## config.mk

```make
export PLATFORM = sky130hd
export DESIGN_NAME = exc_sequencer
export DESIGN_NICKNAME = d
export VERILOG_FILES = /design/src/rtl/exc_sequencer.sv
export SDC_FILE = /design/constraint.sdc
export NUM_CORES = 1
export LEC_CHECK = 0
export CORE_MARGIN = 1
export CORE_UTILIZATION = 46
export CTS_CLUSTER_SIZE = 20
export DETAILED_ROUTE_END_ITERATION = 8
export HOLD_SLACK_MARGIN = 0.1
export PLACE_DENSITY = 0.84
export SETUP_SLACK_MARGIN = 0.1
export SKIP_LAST_GASP = 1
export SYNTH_ARGS = -nofsm -noshare
export SYNTH_HDL_FRONTEND = slang
export SYNTH_SLANG_ARGS = --single-unit
```

## constraint.sdc

```tcl
create_clock -name clk -period 2.1 [get_ports clk]
set_input_delay 0.42 -clock clk [delete_from_list [all_inputs] [get_ports clk]]
set_output_delay 0.42 -clock clk [all_outputs]
set_load 0.03 [all_outputs]
```

## src/rtl/exc_sequencer.sv

```systemverilog
// Book-E exception/interrupt sequencer: arbitrates exception sources, saves state over the
// shared SPR write port, vectors through IVPR/IVORn and sequences rfi returns.
// Optional macro EXC_FLUSH_TIMEOUT_EN adds a bounded FLUSH wait with a sticky flush_timeout flag.
module exc_sequencer #(
    parameter logic [0:31] MSR_KEEP_MASK = 32'h0000_1000
) (
    input  logic        clk,
    input  logic        rst,
    input  logic        prog_err,
    input  logic [2:0]  prog_err_code,
    output logic        prog_ack,
    input  logic        sc_req,
    output logic        sc_ack,
    input  logic        dsi_req,
    output logic        dsi_ack,
    input  logic        dsi_is_store,
    input  logic        isi_req,
    output logic        isi_ack,
    input  logic        ext_irq,
    input  logic        rfi_req,
    output logic        rfi_ack,
    input  logic [0:31] exc_pc,
    input  logic [0:31] exc_dear,
    input  logic [0:31] MSR,
    input  logic        pipe_empty,
    output logic        flush,
    output logic [9:0]  spr_rsprn,
    input  logic [0:31] spr_rdata,
    output logic        spr_we,
    output logic [9:0]  spr_wsprn,
    output logic [0:31] spr_wdata,
    output logic        msr_we,
    output logic [0:31] msr_wdata,
    output logic        redirect,
    output logic [0:31] redirect_pc,
`ifdef EXC_FLUSH_TIMEOUT_EN
    output logic        flush_timeout,
`endif
    output logic        busy
);

    typedef enum logic [3:0] {
        IDLE, FLUSH, W_SRR0, W_SRR1, W_ESR, W_DEAR, RD_IVPR, RD_IVOR,
        VECTOR, RD_SRR0, RD_SRR1, RETURN
    } state_t;

    typedef enum logic [2:0] {
        SRC_ISI, SRC_DSI, SRC_PROG, SRC_SC, SRC_EXT, SRC_RFI
    } src_t;

    localparam logic [9:0] SPRN_SRR0 = 10'd26;
    localparam logic [9:0] SPRN_SRR1 = 10'd27;
    localparam logic [9:0] SPRN_DEAR = 10'd61;
    localparam logic [9:0] SPRN_ESR  = 10'd62;
    localparam logic [9:0] SPRN_IVPR = 10'd63;

    state_t      stateReg, stateNext;
    src_t        srcReg, reqSrc;
    logic        reqValid;
    logic [2:0]  codeReg;
    logic        storeReg;
    logic [0:31] pcReg, dearReg, msrReg;
    logic [0:31] dataAReg, dataBReg;   // IVPR/IVOR on entry, SRR0/SRR1 on rfi
    logic [9:0]  ivorSprn;
    logic [0:31] esrVal;
    logic        timeoutHit;

    // Fixed priority; external input qualified by the live MSR[EE]
    always_comb begin
        reqValid = 1'b1;
        reqSrc   = SRC_ISI;
        if (isi_req)                 reqSrc = SRC_ISI;
        else if (dsi_req)            reqSrc = SRC_DSI;
        else if (prog_err)           reqSrc = SRC_PROG;
        else if (sc_req)             reqSrc = SRC_SC;
        else if (ext_irq && MSR[16]) reqSrc = SRC_EXT;
        else if (rfi_req)            reqSrc = SRC_RFI;
        else                         reqValid = 1'b0;
    end

`ifdef EXC_FLUSH_TIMEOUT_EN
    logic [5:0] flushCntReg;
    assign timeoutHit = (flushCntReg == 6'd62);

    always_ff @(posedge clk or negedge rst) begin
        if (!rst) begin
            flushCntReg   <= '0;
            flush_timeout <= 1'b0;
        end else if (stateReg == FLUSH && !pipe_empty) begin
            flushCntReg <= flushCntReg + 6'd1;
            if (timeoutHit) flush_timeout <= 1'b1;
        end else begin
            flushCntReg <= '0;
        end
    end
`else
    assign timeoutHit = 1'b0;
`endif

    always_ff @(posedge clk or negedge rst) begin
        if (!rst) begin
            stateReg <= IDLE;
            srcReg   <= SRC_ISI;
            codeReg  <= '0;
            storeReg <= 1'b0;
            pcReg    <= '0;
            dearReg  <= '0;
            msrReg   <= '0;
            dataAReg <= '0;
            dataBReg <= '0;
        end else begin
            stateReg <= stateNext;
            if (stateReg == IDLE && reqValid) begin
                srcReg   <= reqSrc;
                codeReg  <= prog_err_code;
                storeReg <= dsi_is_store;
                pcReg    <= exc_pc;
                dearReg  <= exc_dear;
                msrReg   <= MSR;
            end
            if (stateReg == RD_IVPR || stateReg == RD_SRR0) dataAReg <= spr_rdata;
            if (stateReg == RD_IVOR || stateReg == RD_SRR1) dataBReg <= spr_rdata;
        end
    end

    always_comb begin
        stateNext = stateReg;
        case (stateReg)
            IDLE:    if (reqValid) stateNext = FLUSH;
            FLUSH:   if (pipe_empty || timeoutHit)
                         stateNext = (srcReg == SRC_RFI) ? RD_SRR0 : W_SRR0;
            W_SRR0:  stateNext = W_SRR1;
            W_SRR1:  stateNext = (srcReg == SRC_PROG || srcReg == SRC_DSI) ? W_ESR : RD_IVPR;
            W_ESR:   stateNext = (srcReg == SRC_DSI) ? W_DEAR : RD_IVPR;
            W_DEAR:  stateNext = RD_IVPR;
            RD_IVPR: stateNext = RD_IVOR;
            RD_IVOR: stateNext = VECTOR;
            VECTOR:  stateNext = IDLE;
            RD_SRR0: stateNext = RD_SRR1;
            RD_SRR1: stateNext = RETURN;
            RETURN:  stateNext = IDLE;
            default: stateNext = IDLE;
        endcase
    end

    always_comb begin
        case (srcReg)
            SRC_ISI:  ivorSprn = 10'd403;
            SRC_DSI:  ivorSprn = 10'd402;
            SRC_PROG: ivorSprn = 10'd406;
            SRC_SC:   ivorSprn = 10'd408;
            default:  ivorSprn = 10'd404;
        endcase
        esrVal = '0;
        if (srcReg == SRC_PROG) begin
            esrVal[4] = codeReg[2];
            esrVal[5] = codeReg[1];
            esrVal[6] = codeReg[0];
        end
        if (srcReg == SRC_DSI) esrVal[8] = storeReg;
    end

    always_comb begin
        busy        = (stateReg != IDLE);
        flush       = (stateReg != IDLE);
        spr_rsprn   = '0;
        spr_we      = 1'b0;
        spr_wsprn   = '0;
        spr_wdata   = '0;
        msr_we      = 1'b0;
        msr_wdata   = '0;
        redirect    = 1'b0;
        redirect_pc = '0;
        prog_ack    = 1'b0;
        sc_ack      = 1'b0;
        dsi_ack     = 1'b0;
        isi_ack     = 1'b0;
        rfi_ack     = 1'b0;
        case (stateReg)
            W_SRR0:  begin spr_we = 1'b1; spr_wsprn = SPRN_SRR0; spr_wdata = pcReg;   end
            W_SRR1:  begin spr_we = 1'b1; spr_wsprn = SPRN_SRR1; spr_wdata = msrReg;  end
            W_ESR:   begin spr_we = 1'b1; spr_wsprn = SPRN_ESR;  spr_wdata = esrVal;  end
            W_DEAR:  begin spr_we = 1'b1; spr_wsprn = SPRN_DEAR; spr_wdata = dearReg; end
            RD_IVPR: spr_rsprn = SPRN_IVPR;
            RD_IVOR: spr_rsprn = ivorSprn;
            RD_SRR0: spr_rsprn = SPRN_SRR0;
            RD_SRR1: spr_rsprn = SPRN_SRR1;
            VECTOR: begin
                redirect    = 1'b1;
                redirect_pc = {dataAReg[0:15], dataBReg[16:27], 4'b0000};
                msr_we      = 1'b1;
                msr_wdata   = msrReg & MSR_KEEP_MASK;
                isi_ack     = (srcReg == SRC_ISI);
                dsi_ack     = (srcReg == SRC_DSI);
                prog_ack    = (srcReg == SRC_PROG);
                sc_ack      = (srcReg == SRC_SC);
            end
            RETURN: begin
                redirect    = 1'b1;
                redirect_pc = dataAReg;
                msr_we      = 1'b1;
                msr_wdata   = dataBReg;
                rfi_ack     = 1'b1;
            end
            default: ;
        endcase
    end

endmodule

```

# Yosys cells after proc, flatten, opt, wreduce, memory -nomap -nowiden
# Index checks and enable logic that the tools add are counted.
dict set report classes {
  n_addsub 0
  multipliers 0
  div 0
  n_lt_le_gt_ge 0
  eq_ne 17
  shifts 0
  n_mux 33
  n_bitwise 0
  n_reduce_logical 11
}
# cell n
set op_table {}
lappend op_table {{32-bit case mux with 2 select lines} 2}
lappend op_table {{32-bit case mux with 4 select lines} 1}
lappend op_table {{10-bit case mux with 4 select lines} 1}
lappend op_table {{4-bit case mux with 10 select lines} 1}
lappend op_table {{6-bit case mux with 4 select lines} 1}
lappend op_table {{3-bit two-way mux} 7}
lappend op_table {{4-bit by 3-bit == test with 1-bit output, second input constant} 4}
lappend op_table {{4-bit == test, second input constant} 4}
lappend op_table {{4-bit case mux with 4 select lines} 1}
lappend op_table {{1-bit two-way mux} 14}
lappend op_table {{4-bit two-way mux} 3}
lappend op_table {{4-bit by 2-bit == test with 1-bit output, second input constant} 2}
lappend op_table {{3-bit by 2-bit == test with 1-bit output, second input constant} 2}
lappend op_table {{4-bit by 1-bit == test with 1-bit output, second input constant} 1}
lappend op_table {{4-bit logical NOT} 1}
lappend op_table {{2-bit two-way mux} 2}
lappend op_table {{2-bit inequality test, second input constant} 2}
lappend op_table {{4-bit nonzero test} 1}
lappend op_table {{4-bit OR reduction} 1}
lappend op_table {{3-bit by 1-bit == test with 1-bit output, second input constant} 1}
lappend op_table {{3-bit == test, second input constant} 1}
lappend op_table {{3-bit logical NOT} 1}
lappend op_table {{1-bit logical OR} 3}
lappend op_table {{1-bit logical AND} 2}
lappend op_table {{2 further kinds} 2}
dict set report word_totals {
  register_bits 171
  latch_bits 0
  mem_bits_rw 0
  mem_bits_ro 0
  inputBits 141
  output_inout_bits 126
  word_cells 70
  n_memories 0
}

# Logic depth before layout (Yosys ltp)
# Gate-level depths: netlist of run 1.
dict set report depth {
  word_depth 8
  depth_mapped 7
  ltp_nobuf 4
}

# Worst setup path after synthesis of run 1
# Ideal clock, no wire load.
dict set report synth_timing {
  kind {register -> output}
  start {register stateReg[1]}
  end {output port isi_ack}
  t_arrival_ns 2.117
  t_required_ns 1.680
  path_slack_ns -0.437
  path_stages_with_launch 5
  n_path_buf 2
  path_cell_list {dfrtp_1 > buf_2 > clkbuf_1 > or3_1 > nor4_1}
}
dict set report synth_between {
  elab_chain_cells 2
}
# element line
set synth_rtl {}
lappend synth_rtl {{start: declaration} 57} ;# state_t stateReg, stateNext;
lappend synth_rtl {{start signal: assignment} 112} ;# stateReg <= stateNext;
lappend synth_rtl {{4-bit == test} 179} ;# case (stateReg)
lappend synth_rtl {{1-bit two-way mux} 179}
lappend synth_rtl {{end: declaration} 18} ;# output logic isi_ack,
# No other way between the ends.

# Worst setup path after layout of run 1
dict set report layout_timing {
  start {register stateReg[0]}
  end {output port spr_wdata[5] in the netlist's numbering}
}
dict set report layout_between {
  elab_chain_cells 2
}
# element line
set layout_rtl {}
lappend layout_rtl {{4-bit by 3-bit == test with 1-bit output or 4-bit by 2-bit == test with 1-bit output (tied branches)} 179}
lappend layout_rtl {{32-bit case mux with 4 select lines (*)} 179}
lappend layout_rtl {{end: declaration} 31} ;# output logic [0:31] spr_wdata,
# Every way passes the cells marked *; elsewhere a longest branch is shown, timed or not.

==> PnR_summary.wiki, run 1 <==
{| class="wikitable"
! Metric !! Value
|-
| Number of buffers created by CTS || 17
|-
| Slack of the critical path || -0.5220 ns
|-
| Kind of path behind the tightest hold check || reg2reg
|-
| Overall via count from detail_route || 6818
|-
| Levels on crit path || 7
|-
| Max VDD drop || 1.058 mV
|-
| Mapped Area || 7938 um2
|-
| Internal power || 13.38 mW
|-
| Unrepaired setup endpoints after global routing || true
|-
| Final count of hold timing violations || 0
|-
| Die outline height || 133.4 um
|-
| Initial antenna violation count || 2
|-
| Die Outline Area || 17780 um2
|-
| Number of buffer cells added on primary ports || 260
|-
| Top delay family on crit path || buffers and inverters
|-
| Overflow after GRT || 0
|-
| Pleak || 6.055 nW
|-
| Critical path capture point type || output pin
|-
| Core box area || 16700 um2
|-
| Number of synthesized register bits || 171
|-
| Worst Setup Start Kind || register
|-
| Pin count of the biggest net entering global routing || 54
|-
| EDFF count, synth || 0
|-
| Post-Layout Cell Count || 1215
|-
| Insertion delay to the later sink of the worst-skew pair || 0.43 ns
|-
| Avg WL per Cell || 23.02 um
|-
| Placed cell count || 1099
|-
| Master of the slowest instance on the critical path || a222oi_1
|-
| Sequential cell area || 4280 um2
|-
| Peak Freq || 381.4 MHz
|-
| Hold path cells || 1
|-
| Detailed placement HPWL || 14.94 mm
|-
| Number of search-and-repair iterations in the first detailed-routing pass || 7
|-
| Worst slack, placed || -0.3962 ns
|-
| Dpl cell area || 10860 um2
|-
| Clock tree from TritonCTS || built
|-
| Violations in the final reports || setup timing
|-
| Sum of routed wire length over all layers || 27.97 mm
|-
| Count of pins on the block boundary || 267
|-
| Final max-slew violation count || 0
|-
| Number of nets with antenna violations after detailed routing || 0
|-
| Clock network fraction of design power || 14.6%
|-
| Power density over the cells || 1617 nW/um2
|-
| Most frequent CP cell || buf_6
|-
| Buffers & Inverters on Critical Path || 4
|-
| Max H-tree Level || 4
|-
| Mean area per synthesized cell || 12.91 um2
|-
| Synthesis-to-finish area growth || 70.40%
|-
| Wire length of the first global-routing pass || 36.24 mm
|-
| Reported net switching power || 8.481 mW
|-
| Clock tree skew after final layout || 0.01623 ns
|-
| Worst Path Class, Setup || reg2out
|-
| CTS sink count || 171
|-
| Final net count || 1121
|-
| Final setup vio count || 216
|-
| Clock slew at reported path FFs || 0.07 ns
|-
| Filler cell count || 899
|-
| Proportion of synthesized flip-flops having asynchronous set or reset || 100.0%
|-
| Post-layout total power || 21.86 mW
|-
| Slew of the pin with the lowest slew margin || 0.5422 ns
|-
| Outcome || complete, but fails checks
|-
| Crit path cell chain || buf_6, nor4bb_4, buf_6, buf_12, a222oi_1, nand2_1, buf_6
|-
| Area occupied by multi-input gates || 3696 um2
|-
| Sequential share of the synthesized area || 53.91%
|-
| Total routing resource utilization after global routing || 26.65%
|-
| Utilization after layout || 80.99%
|-
| Horizontal extent of the die || 133.4 um
|-
| Clock root cell || clkbuf_16
|-
| Share of layout cells above drive strength 1 || 47.63%
|-
| Cells after Synth || 615
|-
| Post-DR vias/cell || 5.612
|-
| Number of design-rule violations left by the first detailed-router iteration || 518
|-
| Initial Utilization || 47.53%
|-
| Number of synthesis warnings || 0
|-
| Rel. slew slack || 63.76%
|-
| Fraction of power consumed by combinational cells || 57.5%
|-
| Switching portion of total power || 38.79%
|-
| R2R cell count || 8
|-
| Clock Path Buffers || 2
|-
| Flop pwr share || 27.9%
|-
| Highest fanout seen on the critical path || 8
|-
| Final critical-path required period || 2.622 ns
|-
| Via count of the first global-routing pass || 6752
|-
| Tcrit/Tclk final || 124.9%
|-
| Ys flop type || dfrtp_1
|-
| RD Place Congestion || 0.8618
|-
| Smallest hold slack || 0.4906 ns
|-
| Maximum Capacitance Violations || 0
|-
| Critical path's largest stage delay || 0.51 ns
|-
| Distinct cell type count of the synthesized netlist || 49
|-
| DRC violation count after routing || 0
|-
| Summed area of non-filler cells in the final layout || 13530 um2
|-
| Setup total negative slack || -49.22 ns
|-
| Number of core rows || 47
|-
| Worst path arrival time || 2.20 ns
|-
| Required time worst endpoint || 1.68 ns
|}
-- worst register-to-register path, delay by kind of cell, from the launching register on --
family	cells	cell delay, ns
buffers and inverters	5	0.79
muxes	1	0.33
and+or+nand+nor	1	0.26
DFF	1	0.41
AOI/OAI and AO/OA	1	0.32
-- state kept, by name, indices dropped and copies added, names as in the netlist --
register,cells
stateReg,4
storeReg,1
pcReg,32
dearReg,32
dataBReg,32
dataAReg,32
msrReg,32
codeReg,3
srcReg,3
-- power by group through the flow --
| stage | registers, mW | clock network (mW) | logic, mW |
|---|---|---|---|
| global route | 6.28 | 3.38 | 13.1 |
| floorplan | 5.65 | 0 | 6.07 |
| global placement | 5.86 | 0 | 8.76 |
| CTS | 5.96 | 3.21 | 10.3 |
| finish | 6.10 | 3.20 | 12.6 |
| detailed placement | 5.95 | 0 | 8.96 |
-- cells in the final DEF, fill, tap and decap left out, drive strengths merged, types with 13 or more instances in the layout --
master,netlist,routed
a222oi,32,32
clkdlybuf4s50,0,139
and2,35,35
nor2,24,25
dfrtp,171,171
inv,33,40
nor2b,16,16
clkbuf,16,36
a22o,13,13
mux2,164,164
buf,41,239
-- cells by family (layout without fill, tap and decap cells) --
kind of cell / Yosys count / in the layout / share of synthesized area (%)
XOR/XNOR: 3 / 3 / 0.3311
multiplexers: 165 / 165 / 23.39
AND/OR/NAND/NOR: 110 / 111 / 7.992
AO/OA/AOI/OAI: 75 / 75 / 8.260
flip-flops: 171 / 171 / 53.91
other: 1 / 8 / 0.04724
buffers and inverters: 90 / 462 / 6.069
-- final timing paths --
check / from / end / slack, ns
worst max-delay path: stateReg[0]$_DFFE_PN0P_ / spr_wdata[5] / -0.52
worst min-delay path: msrReg[21]$_DFFE_PN0P_ / msrReg[21]$_DFFE_PN0P_ / 0.49
worst max register to register: stateReg[2]$_DFFE_PN0P_ / msrReg[22]$_DFFE_PN0P_ / -0.12
worst min register to register: msrReg[21]$_DFFE_PN0P_ / msrReg[21]$_DFFE_PN0P_ / 0.49
max in group asynchronous: rst / stateReg[1]$_DFFE_PN0P_ / 0.90
min in group asynchronous: rst / dataAReg[15]$_DFFE_PN0P_ / 0.52
-- what timing repair did --
| item | 4_1_cts | 5_1_grt |
|---|---|---|
| resized for setup | 153 | 131 |
| buffers inserted | 28 | 28 |
| hold buffers | 1 | 0 |
| pin swaps | 51 | 43 |
| endpoints found under the setup margin | 196 | 251 |
| hold endpoints to repair | 46 | 0 |
| cloned | 7 | 21 |
-- metal layers --
| metal | wire length [um] | track usage, % |
|---|---|---|
| met4 | 920 | 10.29 |
| met2 | 14790 | 46.90 |
| met5 | 0 | 0 |
| met1 | 10830 | 32.26 |
| met3 | 1425 | 5.023 |
-- synthesized netlist by cell type, types with 2 or more instances --
cell,instances,area (um2)
or3_1,3,18.77
or3b_2,2,17.52
and2_1,35,219.0
nor2_1,22,82.58
a222oi_1,32,320.3
buf_2,15,75.07
a22o_1,13,113.9
dfrtp_1,171,4279
nor3_1,2,10.01
nand3b_1,2,15.01
xnor2_1,2,17.52
nor2_2,2,12.51
inv_1,33,123.9
a21oi_1,6,30.03
nor4_1,4,25.02
mux2_1,85,957.2
a211oi_1,2,15.01
buf_4,17,127.6
nor2b_1,16,100.1
mux2_2,79,889.6
buf_6,8,90.09
nand2b_1,6,37.54
o21ai_0,8,40.04
nand2_1,11,41.29
clkbuf_1,15,56.30
-- layout make-up --
type / instances / area share (%)
Timing Repair Buffer: 397 / 33.60
Sequential cell: 171 / 31.65
Multi-Input combinational cell: 360 / 27.33
Clock buffer: 19 / 3.275
Tap cell: 220 / 2.035
Clock inverter: 13 / 1.101
Inverter: 33 / 0.9806
Antenna cell: 2 / 0.03700
(Power assumes the default switching activity.)
==> run 2: changes to the inputs <==
PLACE_DENSITY = 0.79   (was 0.84)
==> PnR_summary.wiki, run 2 (synthesis gave the netlist of run 1 again) <==
{| class="wikitable"
! Metric !! Value
|-
| Outcome || complete, but fails checks
|-
| Violations in the final reports || setup timing
|-
| Clock tree from TritonCTS || built
|-
| Final count of hold timing violations || 0 (unchanged)
|-
| Final max-slew violation count || 0 (unchanged)
|-
| Destination of the critical timing path || spr_wdata[5]
|-
| Max VDD drop || 1.189 mV (+12%)
|-
| Fraction of power consumed by combinational cells || 58.7% (+1.2 points)
|-
| Clock tree skew after final layout || 0.01421 ns (-0.002025 ns)
|-
| Number of buffer cells added on primary ports || 260 (unchanged)
|-
| Final net count || 1098 (-2.1%)
|-
| Maximum Capacitance Violations || 0 (unchanged)
|-
| Total routing resource utilization after global routing || 28.30% (+1.7 points)
|-
| Worst Setup Start Kind || register
|-
| Number of search-and-repair iterations in the first detailed-routing pass || 6 (-1)
|-
| Detailed placement HPWL || 15.15 mm (+1.4%)
|-
| Pin count of the biggest net entering global routing || 50 (-7.4%)
|-
| Share of layout cells above drive strength 1 || 52.78% (+5.2 points)
|-
| Unrepaired setup endpoints after global routing || true
|-
| Number of core rows || 47 (unchanged)
|-
| Worst path arrival time || 2.14 ns (-0.06 ns)
|-
| Most frequent CP cell || buf_6
|-
| Flop pwr share || 27.7% (-0.2 points)
|-
| Final critical-path required period || 2.560 ns (-0.06189 ns)
|-
| Slew of the pin with the lowest slew margin || 0.5401 ns (-0.002110 ns)
|-
| DRC violation count after routing || 0 (unchanged)
|-
| Number of nets with antenna violations after detailed routing || 0 (unchanged)
|-
| Power density over the cells || 1663 nW/um2 (+2.9%)
|-
| Internal power || 13.92 mW (+4.0%)
|-
| Sum of routed wire length over all layers || 27.34 mm (-2.2%)
|-
| Met2 wirelength from detailed routing || 14.06 mm (-5.0%)
|-
| Clock network fraction of design power || 13.7% (-0.9 points)
|-
| Required time worst endpoint || 1.68 ns (about the same)
|-
| Worst Path Class, Setup || reg2out
|-
| RD Place Congestion || 0.8460 (-1.8%)
|-
| Capturing point of the worst reg2reg path || pcReg[29]$_DFFE_PN0P_
|-
| Met3 wirelength from detailed routing || 1.596 mm (+12%)
|-
| Pleak || 6.149 nW (+1.5%)
|-
| Crit path cell chain || buf_6, nor4bb_4, buf_6, buf_12, a222oi_1, nand2_1, buf_6
|-
| Peak Freq || 390.6 MHz (+2.4%)
|-
| Insertion delay to the later sink of the worst-skew pair || 0.42 ns (about the same)
|-
| Slack of the critical path || -0.4601 ns (+0.06189 ns)
|-
| Critical path capture point type || output pin
|-
| Horizontal extent of the die || 133.4 um (unchanged)
|-
| Core box area || 16700 um2 (unchanged)
|-
| Number of design-rule violations left by the first detailed-router iteration || 538 (+3.9%)
|-
| Dpl cell area || 10860 um2 (about the same)
|-
| Critical register-to-register path startpoint || stateReg[1]$_DFFE_PN0P_
|-
| Clock slew at reported path FFs || 0.07 ns (about the same)
|-
| Critical path's largest stage delay || 0.52 ns (about the same)
|-
| Kind of path behind the tightest hold check || in2async
|-
| Avg WL per Cell || 22.98 um (-0.20%)
|-
| Clock root cell || clkbuf_16
|-
| Utilization after layout || 80.75% (-0.23 points)
|-
| Overflow after GRT || 0 (unchanged)
|-
| Initial antenna violation count || 0 (-2)
|-
| Post-DR vias/cell || 5.604 (-0.13%)
|-
| Wire length of the first global-routing pass || 38.57 mm (+6.4%)
|-
| R2R Setup Slk || -0.08 ns (+0.04 ns)
|-
| Commonest non-fill, non-tap cell in the layout || dfrtp_1
|-
| Startpoint of the worst setup timing path || stateReg[3]$_DFFE_PN0P_
|-
| Number of buffers created by CTS || 17 (unchanged)
|-
| Antenna cells || 0 (-2)
|-
| Reported net switching power || 8.509 mW (+0.32%)
|-
| R2R cell count || 9 (+1)
|-
| CTS sink count || 171 (unchanged)
|-
| Clock Path Buffers || 2 (unchanged)
|-
| Via count of the first global-routing pass || 7017 (+3.9%)
|-
| Met1 Routed Length || 10.85 mm (+0.19%)
|-
| Summed area of non-filler cells in the final layout || 13490 um2 (-0.29%)
|-
| Synthesis-to-finish area growth || 69.91%
|-
| Uppermost layer routed || met4
|-
| Most used cells in the layout excluding fill and tap cells || dfrtp_1, clkdlybuf4s50_1, buf_6, mux2_4, buf_4
|-
| Switching portion of total power || 37.94% (-0.85 points)
|-
| Max H-tree Level || 4 (unchanged)
|-
| Master of the slowest instance on the critical path || a222oi_1
|-
| Highest fanout seen on the critical path || 5 (-3)
|-
| Rel. slew slack || 63.99% (+0.23 points)
|-
| Initial Utilization || 47.53% (unchanged)
|-
| Setup total negative slack || -38.30 ns (+10.92 ns)
|-
| Die Outline Area || 17780 um2 (unchanged)
|-
| Tcrit/Tclk final || 121.9% (-2.9 points)
|-
| Overall via count from detail_route || 6669 (-2.2%)
|-
| Count of pins on the block boundary || 267 (unchanged)
|-
| Die outline height || 133.4 um (unchanged)
|-
| Final setup vio count || 191 (-12%)
|}
==> run 2: worst max-delay path, delay by kind of cell (launching register included) <==
family	cells	cell delay, ns
AO/OA/AOI/OAI	1	0.52
buffers and inverters	4	0.60
AND/OR/NAND/NOR	2	0.19
flip-flops	1	0.40
==> run 2: power groups by stage <==
| stage | sequential (mW) | combinational [mW] | clock (mW) |
|---|---|---|---|
| 2_1_floorplan | 5.65 | 6.07 | 0 |
| 3_3_place_gp | 5.87 | 8.72 | 0 |
| 3_5_place_dp | 6.02 | 9.01 | 0 |
| 4_1_cts | 5.99 | 11.3 | 3.09 |
| 5_1_grt | 6.35 | 13.8 | 3.26 |
| 6_report | 6.20 | 13.2 | 3.06 |
==> run 2: how the worst min path moves through the flow <==
stage	start	slack, ns	depth (start not counted)	endpoint
after floorplan	rst	0.12	0	codeReg[0]$_DFFE_PN0P_
after global placement	rst	0.36	1	dataAReg[14]$_DFFE_PN0P_
after detailed placement	rst	0.37	1	dataBReg[14]$_DFFE_PN0P_
after CTS	rst	0.49	2	dataBReg[14]$_DFFE_PN0P_
after global routing	rst	0.51	2	dataAReg[12]$_DFFE_PN0P_
final	rst	0.49	2	dataAReg[14]$_DFFE_PN0P_
==> run 2: cell type report <==
cell class	instances	area, um2
clock inverters	14	141.4
flip-flops and latches	171	4282
clock buffers	18	429.2
inverters	33	123.9
multi-input cells	359	3986
well taps	220	275.3
repair buffers	375	4249
fillers	876	3214
==> run 2: routing by layer <==
layer	up-vias	GRT usage, %
li1	2874	-
met1	3405	35.03
met2	337	48.06
met3	53	6.088
met4	0	11.55
met5	-	0
==> run 2: stage by stage <==
step	std cells	hold slack [ns]	total power [mW]	setup slack, ns
floorplan	620	0.1244	11.72	-0.01366
global placement	1094	0.3586	14.59	-0.3225
detailed placement	1094	0.3665	15.03	-0.3583
CTS	1165	0.4928	20.40	-0.3556
global route	1190	0.5087	23.37	-0.5253
finish	1190	0.4867	22.42	-0.4601
==> run 2: timing repair <==
| action | 4_1_cts | 5_1_grt |
|---|---|---|
| endpoints found under the setup margin | 150 | 227 |
| endpoints found under the hold margin | 37 | 0 |
| hold buffers | 1 | 0 |
| pin swaps | 30 | 48 |
| gates resized for setup | 151 | 206 |
| cloned | 13 | 7 |
| buffers inserted | 25 | 26 |
==> RTL change 1 (flow settings as in run 2) <==
Put a register stage on the output `redirect_pc`, with the module's reset. The value now appears one clock later. The other outputs are not delayed to match.
--- a/src/rtl/exc_sequencer.sv
+++ b/src/rtl/exc_sequencer.sv
@@ -54,6 +54,8 @@
     localparam logic [9:0] SPRN_ESR  = 10'd62;
     localparam logic [9:0] SPRN_IVPR = 10'd63;
 
+    logic [0:31] redirect_pc_d;
+
     state_t      stateReg, stateNext;
     src_t        srcReg, reqSrc;
     logic        reqValid;
@@ -170,7 +172,7 @@
         msr_we      = 1'b0;
         msr_wdata   = '0;
         redirect    = 1'b0;
-        redirect_pc = '0;
+        redirect_pc_d = '0;
         prog_ack    = 1'b0;
         sc_ack      = 1'b0;
         dsi_ack     = 1'b0;
@@ -187,7 +189,7 @@
             RD_SRR1: spr_rsprn = SPRN_SRR1;
             VECTOR: begin
                 redirect    = 1'b1;
-                redirect_pc = {dataAReg[0:15], dataBReg[16:27], 4'b0000};
+                redirect_pc_d = {dataAReg[0:15], dataBReg[16:27], 4'b0000};
                 msr_we      = 1'b1;
                 msr_wdata   = msrReg & MSR_KEEP_MASK;
                 isi_ack     = (srcReg == SRC_ISI);
@@ -197,7 +199,7 @@
             end
             RETURN: begin
                 redirect    = 1'b1;
-                redirect_pc = dataAReg;
+                redirect_pc_d = dataAReg;
                 msr_we      = 1'b1;
                 msr_wdata   = dataBReg;
                 rfi_ack     = 1'b1;
@@ -206,5 +208,13 @@
         endcase
     end
 
+    always_ff @(posedge clk or negedge rst) begin
+        if (!rst) begin
+            redirect_pc <= '0;
+        end else begin
+            redirect_pc <= redirect_pc_d;
+        end
+    end
+
 endmodule
 
Function: changed (a bounded check fails within 10 cycles, from zero or initial values and one cycle with rst low).
==> RTL change 1 against run 2 <==
- the flow still finishes with violations (setup timing)
- wire length rose by 1.7%
- sequential share of layout area is 3.8 points higher
- setup slack improved by 7.7 ps
- sequential cell count grew 32
- synthesized area up 15%
- final cell count increased by 7.4%
- count of clock-buffer cells in the layout rose by 12
- final area is 6.2% higher
- power rose by 4.1%
- global-route usage fell by 3.4 points
- critical endpoint is now spr_wdata[19]
- first-iteration DRC count is 23% lower
- combinational power is 6% lower
- critical path depth shrank 1
==> RTL change 1: results (changes against run 2) <==
* Status: finished, violations left (unchanged)
* Failing checks: setup timing (unchanged)
* Cts bufs inserted at 23 (was 17)
* CTS resizes at 86 (was 151)
* Power Total at 23.3 mW (was 22.4 mW)
* Sequential Power Share at 29.4% (was 27.7%)
* Number of global-route vias before repair at 6925 (was 7017)
* Met3 Use GR at 3.99% (was 6.09%)
* Clock Power at 4.04 mW (was 3.06 mW)
* Crit Path Max Fanout at 32 (was 5)
* Post-Route WL at 27800 um (was 27300 um)
* Placer Congestion at 0.835 (was 0.846)
* Clock Skews at 11.8 ps (was 14.2 ps)
* Reg2reg start: stateReg[3] (was stateReg[1])
* Post-synth cell types at 53 (was 49)
* Mux cell area share after synthesis at 24.3% (was 23.4%)
* Post-CTS Setup Bufs at 24 (was 25)
* Worst slack, placed at -345 ps (was -358 ps)
* Global Route Usage Sum at 24.9% (was 28.3%)
* Post-synth top cells: dfrtp_1 (203), mux2_4 (90), mux2_2 (69), and2_1 (36), inv_1 (33) (was dfrtp_1 (171), mux2_1 (85), mux2_2 (79), and2_1 (35), inv_1 (33))
* VDD IR-drop max at 0.00103 V (was 0.00119 V)
* Antenna violations before repair at 1 (was 0)
* Initial drt markers at 416 (was 538)
* Int Power at 14.9 mW (was 13.9 mW)
* Met1 Use GR at 32.3% (was 35.0%)
* Met1 Wirelength at 11200 um (was 10900 um)
* Pin count of the biggest net entering global routing at 54 (was 50)
* Filler cell count in the final layout at 1214 (was 876)
* CTS Buffer Depth at 3 (was 2)
* Sequential area share after synthesis at 55.7% (was 53.9%)
* Dpl cell area at 12200 um^2 (was 10900 um^2)
* First-pass GRT wire length at 38500 um (was 38600 um)
* DP Cell Count at 1171 (was 1094)
* Layout cells sized above 1 at 47.6% (was 52.8%)
* Post-Synth Adder-Cell Area at 0% (unchanged)
* R2R cell count at 6 (was 9)
* Grt met2 use at 41.2% (was 48.1%)
* Area Overhead vs Synth at 57.0% (was 69.9%)
* Xor-xnor portion of the synthesized cell area at 0.288% (was 0.331%)
* DP HPWL at 15800 um (was 15100 um)
* Final Setup Violations at 88 (was 191)
* Leak at 6.58 nW (was 6.15 nW)
* Avg Cell Area, Syn at 14.1 um^2 (was 12.9 um^2)
* DR vias at 6767 (was 6669)
* Worst skew pair latency at 510 ps (was 420 ps)
* HP Class: input pin to asynchronous set/reset pin (unchanged)
* Met2 WL at 14100 um (about the same)
* Max stage delay on crit path at 440 ps (was 520 ps)
* Critical path origin: stateReg[2] (was stateReg[3])
* Crit path max-delay cell type: dfrtp_2 (was a222oi_1)
* Compound-Gate Fraction of Synth Area at 6.97% (was 8.26%)
* H-tree levels at 1 (was 4)
* WL met3 at 1430 um (was 1600 um)
* Non-filler cells in the finished layout at 1278 (was 1190)
* Area contributors post-synth: dfrtp_1 (56%), mux2_4 (15%), mux2_2 (8.5%) (was dfrtp_1 (54%), mux2_1 (12%), mux2_2 (11%))
* Final WS setup at -452 ps (was -460 ps)
* TNS Setup at -27220 ps (was -38300 ps)
[RTL change 1: cell count changes in the layout (fill, tap and decap cells not counted), sizes merged, moves of 3 or more]
| cell | delta |
|---|---|
| and2b | +8 |
| buf | -31 |
| clkbuf | +13 |
| clkdlybuf4s50 | +32 |
| clkinv | -3 |
| dfrtp | +32 |
| nand2b | -3 |
| nor2b | -8 |
[RTL change 1: worst paths after layout]
path                                         to  slack [ps]
worst max-delay path              spr_wdata[19]        -450
worst min-delay path                  pcReg[18]         450
worst max register to register         pcReg[8]          10
worst min register to register  redirect_pc[13]         480
max in group asynchronous           stateReg[2]        1030
min in group clk                redirect_pc[13]         480
[RTL change 1: final cells by class]
class                      count  share of cell area, %
sequential                   203                   35.5
timing repair buffer         378                   28.9
multi-input combinational    359                   27.1
clock buffer                  30                   4.55
tap                          265                   2.32
inverter                      33                  0.883
clock inverter                 9                  0.752
antenna                        1                 0.0175
==> RTL change 2 (flow settings as in run 2) <==
Without the edit above. Add a define of `EXC_FLUSH_TIMEOUT_EN`.
--- a/src/rtl/exc_sequencer.sv
+++ b/src/rtl/exc_sequencer.sv
@@ -1,6 +1,8 @@
 // Book-E exception/interrupt sequencer: arbitrates exception sources, saves state over the
 // shared SPR write port, vectors through IVPR/IVORn and sequences rfi returns.
 // Optional macro EXC_FLUSH_TIMEOUT_EN adds a bounded FLUSH wait with a sticky flush_timeout flag.
+`define EXC_FLUSH_TIMEOUT_EN
+
 module exc_sequencer #(
     parameter logic [0:31] MSR_KEEP_MASK = 32'h0000_1000
 ) (
Behaviour (old outputs only; new: flush_timeout): same outputs for any inputs over 4 cycles, from zero or initial values and one cycle with rst low; that may be too few to reach the edited logic, so the function may still have changed.
==> RTL change 2 against run 2 <==
- the flow still finishes with violations (setup timing)
- setup slack improved by 61 ps
- synthesized area up 3.1%
- power decreased by 4.3%
- non-clock buffer count unchanged
- final area up 3.5%
- sequential cell count rose by 7
- wire length fell by 0.82%
- core utilization is 0.36 points lower
- largest power group unchanged
- highest routed layer unchanged
==> RTL change 2: results (changes against run 2) <==
* Grt met2 use at 48.9% (was 48.1%)
* Met1 Use GR at 33.0% (was 35.0%)
* Layout cells sized above 1 at 53.7% (was 52.8%)
* Failing checks: setup timing (unchanged)
* WL/cell at 22.1 um (was 23.0 um)
* Sequential area share after synthesis at 54.4% (was 53.9%)
* Int Power at 13.7 mW (was 13.9 mW)
* Count of multi-input gates at 380 (was 359)
* Post-synth top cells: dfrtp_1 (178), mux2_2 (108), mux2_1 (56), and2_1 (36), inv_1 (35) (was dfrtp_1 (171), mux2_1 (85), mux2_2 (79), and2_1 (35), inv_1 (33))
* Final WS setup at -399 ps (was -460 ps)
* Sequential Power Share at 29.3% (was 27.7%)
* R2R Setup Slk at -250 ps (was -80 ps)
* Global Route Usage Sum at 27.9% (was 28.3%)
* Data buffer area share at 31.6% (was 31.5%)
* Number of global-route vias before repair at 6915 (was 7017)
* VDD IR-drop max at 0.000949 V (was 0.00119 V)
* Pin count of the biggest net entering global routing at 49 (was 50)
* CLK BUF at 20 (was 18)
* Post-CTS Setup Bufs at 32 (was 25)
* # port buffers at 261 (was 260)
* Worst-Margin Slew at 574 ps (was 540 ps)
* First-pass GRT wire length at 38000 um (was 38600 um)
* Status: finished, violations left (unchanged)
* Via density at 5.55 (was 5.60)
* Switching power at 7.78 mW (was 8.51 mW)
* DP HPWL at 15600 um (was 15100 um)
* R2R cell count at 12 (was 9)
* Final Setup Violations at 220 (was 191)
* Clock-cell share of area at 4.57% (was 4.23%)
* Clock Skews at 8.91 ps (was 14.2 ps)
* Leak at 6.48 nW (was 6.15 nW)
* Fin nets at 1130 (was 1098)
* Crit path to: spr_wdata[16] (was spr_wdata[5])
* Fraction of area in multi-input gates at 28.9% (was 29.6%)
* Initial drt markers at 481 (was 538)
## RTL change 2: metal layers
metal  part of all wire [%]  wire [um]
met1                     38      10200
met3                    7.4       2020
met5                      0          0
met4                    2.9        796
met2                     52      14100
## RTL change 2: stage by stage
step | cell area [um^2] | std cells | setup WS (ps) | hold WS, ps
finish | 14000 | 1225 | -399 | 454
global route | 14000 | 1225 | -460 | 462
CTS | 13500 | 1216 | -364 | 440
detailed placement | 11400 | 1134 | -369 | 355
global placement | 11400 | 1134 | -350 | 358
floorplan | 8350 | 649 | -1.69 | 124
## RTL change 2: logic make-up after synthesis
logic type | count (synthesis) | synth area share, %
AO/OA/AOI/OAI | 76 | 7.89
XOR/XNOR | 6 | 0.642
adder cells (fa/ha/maj) | 2 | 0.306
buffers and inverters | 92 | 5.62
flip-flops | 178 | 54.4
multiplexers | 165 | 22.7
other | 1 | 0.0458
AND/OR/NAND/NOR | 124 | 8.41
